## src/rtl/pipeline_hazard_ctrl.sv

```systemverilog
// ---------------------------------------------------------------------------
// pipeline_hazard_ctrl
//
// Hazard / stall controller for a classic 5-stage in-order pipeline. Each
// cycle it decides, for every pipeline register, whether that register loads
// (wr_en) and whether it loads a bubble instead of real data (gen_bubble).
// Outputs are combinational from the registered state and the current inputs.
//
// Event priority within one cycle (highest first):
//   data-memory stall > EX redirect > load-use hazard > fetch busy
//
// Ports
//   clk, reset            : clock, synchronous active-high reset
//   id_valid, id_rs1/2    : instruction in ID and its source registers
//   id_ex_valid/mem_read  : EX holds a valid instruction / it is a load
//   id_ex_rd              : destination register of the instruction in EX
//   ex_redirect           : taken branch/jump resolved in EX this cycle
//   imem_busy             : fetch has no instruction this cycle
//   dmem_req/resp_valid   : MEM issues a data access / data memory completes
//   *_wr_en               : per pipeline-register write enables
//   *_gen_bubble          : per pipeline-register bubble requests
//   state                 : RUN=0, DMEM_WAIT=1, FLUSH=2
//   stall_cycles          : saturating count of cycles with pc_wr_en=0
//   bubble_count          : saturating count of cycles inserting any bubble
// ---------------------------------------------------------------------------
module pipeline_hazard_ctrl #(
  parameter int CNT_W = 32
) (
  input  logic             clk,
  input  logic             reset,
  input  logic             id_valid,
  input  logic [4:0]       id_rs1,
  input  logic [4:0]       id_rs2,
  input  logic             id_ex_valid,
  input  logic             id_ex_mem_read,
  input  logic [4:0]       id_ex_rd,
  input  logic             ex_redirect,
  input  logic             imem_busy,
  input  logic             dmem_req,
  input  logic             dmem_resp_valid,
  output logic             pc_wr_en,
  output logic             if_id_wr_en,
  output logic             id_ex_wr_en,
  output logic             ex_mem_wr_en,
  output logic             mem_wb_wr_en,
  output logic             if_id_gen_bubble,
  output logic             id_ex_gen_bubble,
  output logic             ex_mem_gen_bubble,
  output logic             mem_wb_gen_bubble,
  output logic [1:0]       state,
  output logic [CNT_W-1:0] stall_cycles,
  output logic [CNT_W-1:0] bubble_count
);

  typedef enum logic [1:0] {
    ST_RUN       = 2'd0,
    ST_DMEM_WAIT = 2'd1,
    ST_FLUSH     = 2'd2,
    ST_UNUSED    = 2'd3
  } state_t;

  state_t state_reg, state_next;

  logic dmem_stall;
  logic load_use;

  assign dmem_stall = dmem_req && !dmem_resp_valid;

  // x0 is hard-wired zero, so a load targeting it never creates a dependency.
  assign load_use = id_valid && id_ex_valid && id_ex_mem_read &&
                    (id_ex_rd != 5'd0) &&
                    ((id_ex_rd == id_rs1) || (id_ex_rd == id_rs2));

  always_comb begin
    state_next        = state_reg;
    pc_wr_en          = 1'b1;
    if_id_wr_en       = 1'b1;
    id_ex_wr_en       = 1'b1;
    ex_mem_wr_en      = 1'b1;
    mem_wb_wr_en      = 1'b1;
    if_id_gen_bubble  = 1'b0;
    id_ex_gen_bubble  = 1'b0;
    ex_mem_gen_bubble = 1'b0;
    mem_wb_gen_bubble = 1'b0;

    if (reset) begin
      state_next = ST_RUN;
    end else begin
      case (state_reg)
        ST_RUN: begin
          if (dmem_stall) begin
            // Freeze everything up to EX/MEM; drain WB with a bubble.
            pc_wr_en          = 1'b0;
            if_id_wr_en       = 1'b0;
            id_ex_wr_en       = 1'b0;
            ex_mem_wr_en      = 1'b0;
            mem_wb_gen_bubble = 1'b1;
            state_next        = ST_DMEM_WAIT;
          end else if (ex_redirect) begin
            // Squash the two wrong-path instructions in IF/ID and ID/EX.
            if_id_gen_bubble = 1'b1;
            id_ex_gen_bubble = 1'b1;
            state_next       = ST_FLUSH;
          end else if (load_use) begin
            pc_wr_en         = 1'b0;
            if_id_wr_en      = 1'b0;
            id_ex_gen_bubble = 1'b1;
          end else if (imem_busy) begin
            if_id_gen_bubble = 1'b1;
          end
        end

        ST_DMEM_WAIT: begin
          // Redirects are ignored here: the branch in EX is frozen and will
          // be presented again once the memory access completes.
          if (!dmem_resp_valid) begin
            pc_wr_en          = 1'b0;
            if_id_wr_en       = 1'b0;
            id_ex_wr_en       = 1'b0;
            ex_mem_wr_en      = 1'b0;
            mem_wb_gen_bubble = 1'b1;
          end else begin
            state_next = ST_RUN;
          end
        end

        ST_FLUSH: begin
          if (dmem_stall) begin
            pc_wr_en          = 1'b0;
            if_id_wr_en       = 1'b0;
            id_ex_wr_en       = 1'b0;
            ex_mem_wr_en      = 1'b0;
            mem_wb_gen_bubble = 1'b1;
            state_next        = ST_DMEM_WAIT;
          end else begin
            // The fetch issued alongside the redirect was still wrong-path.
            if_id_gen_bubble = 1'b1;
            state_next       = ST_RUN;
          end
        end

        default: begin
          state_next = ST_RUN;
        end
      endcase
    end
  end

  always_ff @(posedge clk) begin
    if (reset) begin
      state_reg <= ST_RUN;
    end else begin
      state_reg <= state_next;
    end
  end

  assign state = state_reg;

  // Performance counters: index 0 = stall cycles, index 1 = bubble cycles.
  logic [1:0]       cnt_inc;
  logic [CNT_W-1:0] cnt_reg [2];

  assign cnt_inc[0] = !pc_wr_en;
  assign cnt_inc[1] = (if_id_wr_en  && if_id_gen_bubble)  ||
                      (id_ex_wr_en  && id_ex_gen_bubble)  ||
                      (ex_mem_wr_en && ex_mem_gen_bubble) ||
                      (mem_wb_wr_en && mem_wb_gen_bubble);

  generate
    for (genvar gi = 0; gi < 2; gi++) begin : g_cnt
      always_ff @(posedge clk) begin
        if (reset) begin
          cnt_reg[gi] <= '0;
        end else if (cnt_inc[gi] && (cnt_reg[gi] != {CNT_W{1'b1}})) begin
          cnt_reg[gi] <= cnt_reg[gi] + CNT_W'(1);
        end
      end
    end
  endgenerate

  assign stall_cycles = cnt_reg[0];
  assign bubble_count = cnt_reg[1];

endmodule

```

## config.mk

```make
export PLATFORM = sky130hd
export DESIGN_NAME = pipeline_hazard_ctrl
export DESIGN_NICKNAME = d
export VERILOG_FILES = /design/src/rtl/pipeline_hazard_ctrl.sv
export SDC_FILE = /design/constraint.sdc
export NUM_CORES = 1
export LEC_CHECK = 0
export CORE_MARGIN = 4
export CORE_UTILIZATION = 45
export CTS_CLUSTER_DIAMETER = 60
export DETAILED_ROUTE_END_ITERATION = 12
export DONT_BUFFER_PORTS = 1
export PLACE_DENSITY = 0.67
export SYNTH_ARGS = -nofsm -noshare
export SYNTH_HDL_FRONTEND = slang
export SYNTH_SLANG_ARGS = --single-unit
```

## constraint.sdc

```tcl
create_clock -name clk -period 3.96 [get_ports clk]
set_clock_uncertainty 0.1 [all_clocks]
set_input_delay 0.594 -clock clk [delete_from_list [all_inputs] [get_ports clk]]
set_output_delay 0.594 -clock clk [all_outputs]
set_load 0.01 [all_outputs]
```

[Yosys cells after proc, flatten, opt, wreduce, memory -nomap -nowiden]
Memories as Yosys holds them, arrays and structs flattened.
Index checks and enable logic that the tools add are counted.
Cells by class
  shifts and indexed selects: 0
  bitwise gates (word level): 2
  $lt $le $gt $ge: 0
  divide/modulo/power cells: 0
  reductions and logical operators: 18
  $mul: 0
  multiplexer cells: 39
  equal/unequal tests: 8
  add/sub/neg operators: 2
Operators by type and width (count)
  $add A32 B1 Y32 const B: 2
  $mux W32: 2
  $ne A32 B32 Y1 const B: 2
  $mux W1: 29
  $eq A5 B5 Y1: 2
  $logic_and A1 B1 Y1: 9
  $mux W2: 3
  $pmux W1 S2: 3
  $pmux W2 S3: 1
  $reduce_bool A5 Y1: 1
  $logic_or A1 B1 Y1: 3
  $ne A3 B3 Y1 const B: 1
  $pmux W1 S3: 1
  $eq A2 B1 Y1 const B: 1
  $eq A2 B2 Y1 const B: 1
  $logic_not A1 Y1: 2
  $logic_not A2 Y1: 1
  $ne A2 B2 Y1 const B: 1
  $or A1 B1 Y1: 2
  $reduce_and A2 Y1: 1
  $reduce_or A2 Y1: 1
Word-level totals
  ROM bits: 0
  memory bits (writable): 64
  logic and storage cells: 71
  memories: 1
  input port bits: 24
  bits in registers: 2
  latch bits: 0
  output and inout bits: 75
Memories
  cnt_reg: words 2, bits a word 32, rd ports 2, clocked after memory_dff 0, write ports 2, RTL line 161  | logic [CNT_W-1:0] cnt_reg [2];

[Longest topological paths before layout]
  depth in word-level cells: 17
  depth in mapped cells: 8
  gate-level depth less buffers: 6

[Worst setup path before layout]
OpenSTA, ideal clock, no wires.
  path type: register to register
  start point: memory cnt_reg[0][0]
  end point: memory cnt_reg[0][0] (enable)
  period minus slack after synthesis: 4405 ps
  arrival time: 3840 ps
  stages on the path, launching flop included: 9
  buffers on the path: 2
  library setup time: 466 ps
  data required time: 3394 ps
  slack: -445 ps
  cells stage by stage: edfxtp_1 ha_1 nand2_1 or3_1 buf_4 nor2_1 a41o_1 buf_4 o21ai_0
RTL lines (RTL line)
  start: declaration: 161

==> impl_metrics.env <==
export IMPL_worst_slack_ns=1.13
export IMPL_initial_core_util_pct=46.6
export IMPL_path_max_fanout=11
export IMPL_root_buffer="clkbuf_8"
export IMPL_crit_type="reg2reg"
export IMPL_min_path_type="in2reg"
export IMPL_crit_chain="ha_1 -> nand2_1 -> or3_1 -> nor2_1 -> a41o_1 -> buf_4 -> nor3_1"
export IMPL_antenna_found_initial=0
export IMPL_cts_repair_resized=0
export IMPL_maxSlewViolCount=0
export IMPL_timing_reg2reg_setup_slack_ns=1.13
export IMPL_yosys_warnings=0
export IMPL_track_usage_pct=17.7
export IMPL_power_switching_uw=471
export IMPL_drt_antenna_violating_nets=0
export IMPL_drt_first_iter_violations=126
export IMPL_fin_crit_sh_pct=71.4
export IMPL_synthTopCellsByArea="edfxtp_1, xor2_1, nor3_1"
export IMPL_gp_congestion=0.793
export IMPL_crit_start="cnt_reg[0][0]"
export IMPL_synth_compound_area_share_pct=4.21
export IMPL_clk_latency_ns=0.34
export IMPL_setup_viol=0
export IMPL_p_comb_share_pct=10.9
export IMPL_area_growth_pct=5.37
export IMPL_rows=34
export IMPL_r2r_end="cnt_reg[0][13]"
export IMPL_p_seq_share_pct=60.1
export IMPL_synth_largest_area_cell="edfxtp_1"
export IMPL_p_int_mw=1.12
export IMPL_post_place_ws_ns=1.14
export IMPL_cts_max_level=3
export IMPL_synth_simple_area_share_pct=28.4
export IMPL_regArea_sq_um=1960
export IMPL_cts_buffer_depth=2
export IMPL_drv_cap=0
export IMPL_die_area_sq_um=10700
export IMPL_p_sw_share_pct=29.5
export IMPL_crit_path_top_delay_cell="or3_1"
export IMPL_ys_ff_latch=66
export IMPL_crit_arrival_ns=2.80
export IMPL_power_total_mw=1.60
export IMPL_path_clk_slew_ns=0.06
export IMPL_numCtsBuffers=9
export IMPL_synth_top_family_by_area="simple AND/OR/NAND/NOR gates"
export IMPL_syn_nets=405
export IMPL_holdWs_ns=0.278
export IMPL_rsz0062_at_grt="no"
export IMPL_fp_coreArea_sq_um=8810
export IMPL_crit_buf_inv=1
export IMPL_yosys_most_used_dff="edfxtp_1"
export IMPL_r2r_worst_path_cells=7
export IMPL_clock_fmax_mhz=353
export IMPL_synth_xor_area_share_pct=14.1
export IMPL_stdcell_area_sq_um=4320
export IMPL_crit_required_ns=3.94
export IMPL_layout_drive_gt1_share_pct=13.8
export IMPL_cp_start_kind="flop"
export IMPL_drt_pass1_iter_count=4
export IMPL_period_minus_slack_ns=2.83
export IMPL_fin_setup_tns_ns=0
export IMPL_multi_input_area_sq_um=1970
export IMPL_insertedDiodeCount=0
export IMPL_fp_dieW_um=103
export IMPL_worst_pin_slew_ns=0.783
export IMPL_status="complete, no violations"
export IMPL_slowest_delay_ns=0.59
export IMPL_largest_register_ffs=64
export IMPL_hold_buffers=0
export IMPL_grt_overflow=0
export IMPL_worstSetupEndpointType="flop"
export IMPL_syn_area_sq_um=4100
export IMPL_hpwl_um=6370
export IMPL_syn_inst=379
export IMPL_syn_area_per_cell_sq_um=10.8
export IMPL_dpl_cell_area_sq_um=4170
export IMPL_crit_family="simple AND/OR/NAND/NOR gates"
export IMPL_grt_pass1_vias=2855
export IMPL_powerDensity_nw_per_um2=369
export IMPL_clkSinkCount=66
export IMPL_cts_tree="done"
export IMPL_cp_endpoint="cnt_reg[0][13]"
export IMPL_fin_nets=405
export IMPL_yosysSeqAreaShare_pct=47.8
export IMPL_grt_max_degree=33
export IMPL_drcViolationCount=0
export IMPL_path_depth=7
export IMPL_synthAdderAreaFrac_pct=0.610
export IMPL_filler_cell_count=797
export IMPL_vias=2946
export IMPL_hold_violations=0
export IMPL_wl_um=9060
export IMPL_synthMuxAreaShare_pct=0.275
export IMPL_routedWlPerCell_um=18.4
export IMPL_synth_edf_count=64
export IMPL_synth_top_area_share_pct=46.9
export IMPL_clock_power_share_pct=29.0
export IMPL_power_leakage_nw=1.35
export IMPL_ys_types=46
export IMPL_r2r_start="cnt_reg[0][0]"
export IMPL_maxSlewHeadroom_pct=47.4
export IMPL_vias_per_cell=6.00
export IMPL_num_io_pins=99
export IMPL_port_buffer_count=0
export IMPL_grt_pass1_wl_um=14700
export IMPL_ir_drop_mv=0.114
export IMPL_async_flop_share_pct=0
export IMPL_die_y_um=103
export IMPL_cts_setup_buffers=0
==> layer usage <==
metal | track usage [%] | wire length (um) | vias to the layer above
met1 | 23.9 | 3990 | 1420
met3 | 5.97 | 766 | 10
met2 | 26.2 | 4150 | 112
met4 | 6.67 | 151 | 0
met5 | 0 | 0 | -
li1 | - | - | 1404
==> cell usage in the layout (no fill, tap or decap), drive strengths merged <==
cell,n
clkbuf,9
a21oi,3
o2111ai,1
mux2,1
nand3,31
clkinv,6
nand2,21
ha,2
nand2b,2
and4,6
nor2b,2
or3,6
nor3b,2
o21ai,8
o211a,1
xnor2,31
inv,6
or2,2
dfxtp,2
nor2,17
or4,1
o21a,3
nor4,7
nand4b,1
and2,2
a41o,1
buf,11
nor3,66
and3,9
edfxtp,64
conb,2
nand4,16
o22ai,2
a211oi,3
o22a,1
xor2,35
==> cells by family after synthesis <==
logic type / Yosys count
flops: 66
other cells: 2
fa+ha+maj: 2
buf+inv: 28
mux: 1
simple gates: 191
compound gates: 23
xor+xnor: 66
==> how the worst min path moves through the flow <==
stage | from | end | depth (start not counted)
2_1_floorplan | state[1] | state[1] | 2
3_3_place_gp | state[0] | state[0] | 2
3_5_place_dp | state[1] | state[1] | 2
4_1_cts | ex_redirect | state[1] | 1
5_1_grt | ex_redirect | state[1] | 1
6_report | ex_redirect | state[1] | 1
==> power by group through the flow <==
stage                     Combinational (mW)  Sequential [mW]  Clock (mW)
after global placement                 0.168            0.974           0
after detailed placement               0.173            0.976           0
after floorplan                        0.148            0.949           0
final                                  0.173            0.959       0.463
after CTS                              0.175            0.961       0.482
after global routing                   0.193            0.973       0.516
==> Yosys cell counts (2+ instances only) <==
cell	number
nand2b_1	2
o21ai_0	8
nor3_2	7
or2_2	2
nor3_4	2
o22ai_1	2
xor2_1	35
nand4_1	15
dfxtp_1	2
nand2_1	21
xnor2_1	31
edfxtp_1	64
nor4_2	4
conb_1	2
nor2_1	17
o21a_1	3
inv_1	6
nor3_1	57
nand3_1	29
nor3b_1	2
buf_6	3
nor2b_1	2
or3_1	6
a211oi_1	2
nor4_4	3
buf_2	8
buf_4	11
a21oi_1	2
and2_1	2
ha_1	2
and3_1	7
and4_1	6
==> area by class of cell <==
class / instances / share of cell area, %
Sequential cell: 66 / 45.4
Clock inverter: 6 / 0.579
Inverter: 6 / 0.521
Clock buffer: 9 / 2.87
Tap cell: 108 / 3.13
Multi-Input combinational cell: 285 / 45.6
Timing Repair Buffer: 11 / 1.91
==> stage by stage <==
step | util [%] | cells
2_1_floorplan | - | 379
3_3_place_gp | 47.4 | 476
3_5_place_dp | 47.4 | 476
4_1_cts | 49.1 | 491
5_1_grt | 49.1 | 491
6_report | 49.1 | 491
(Power assumes the default switching activity.)
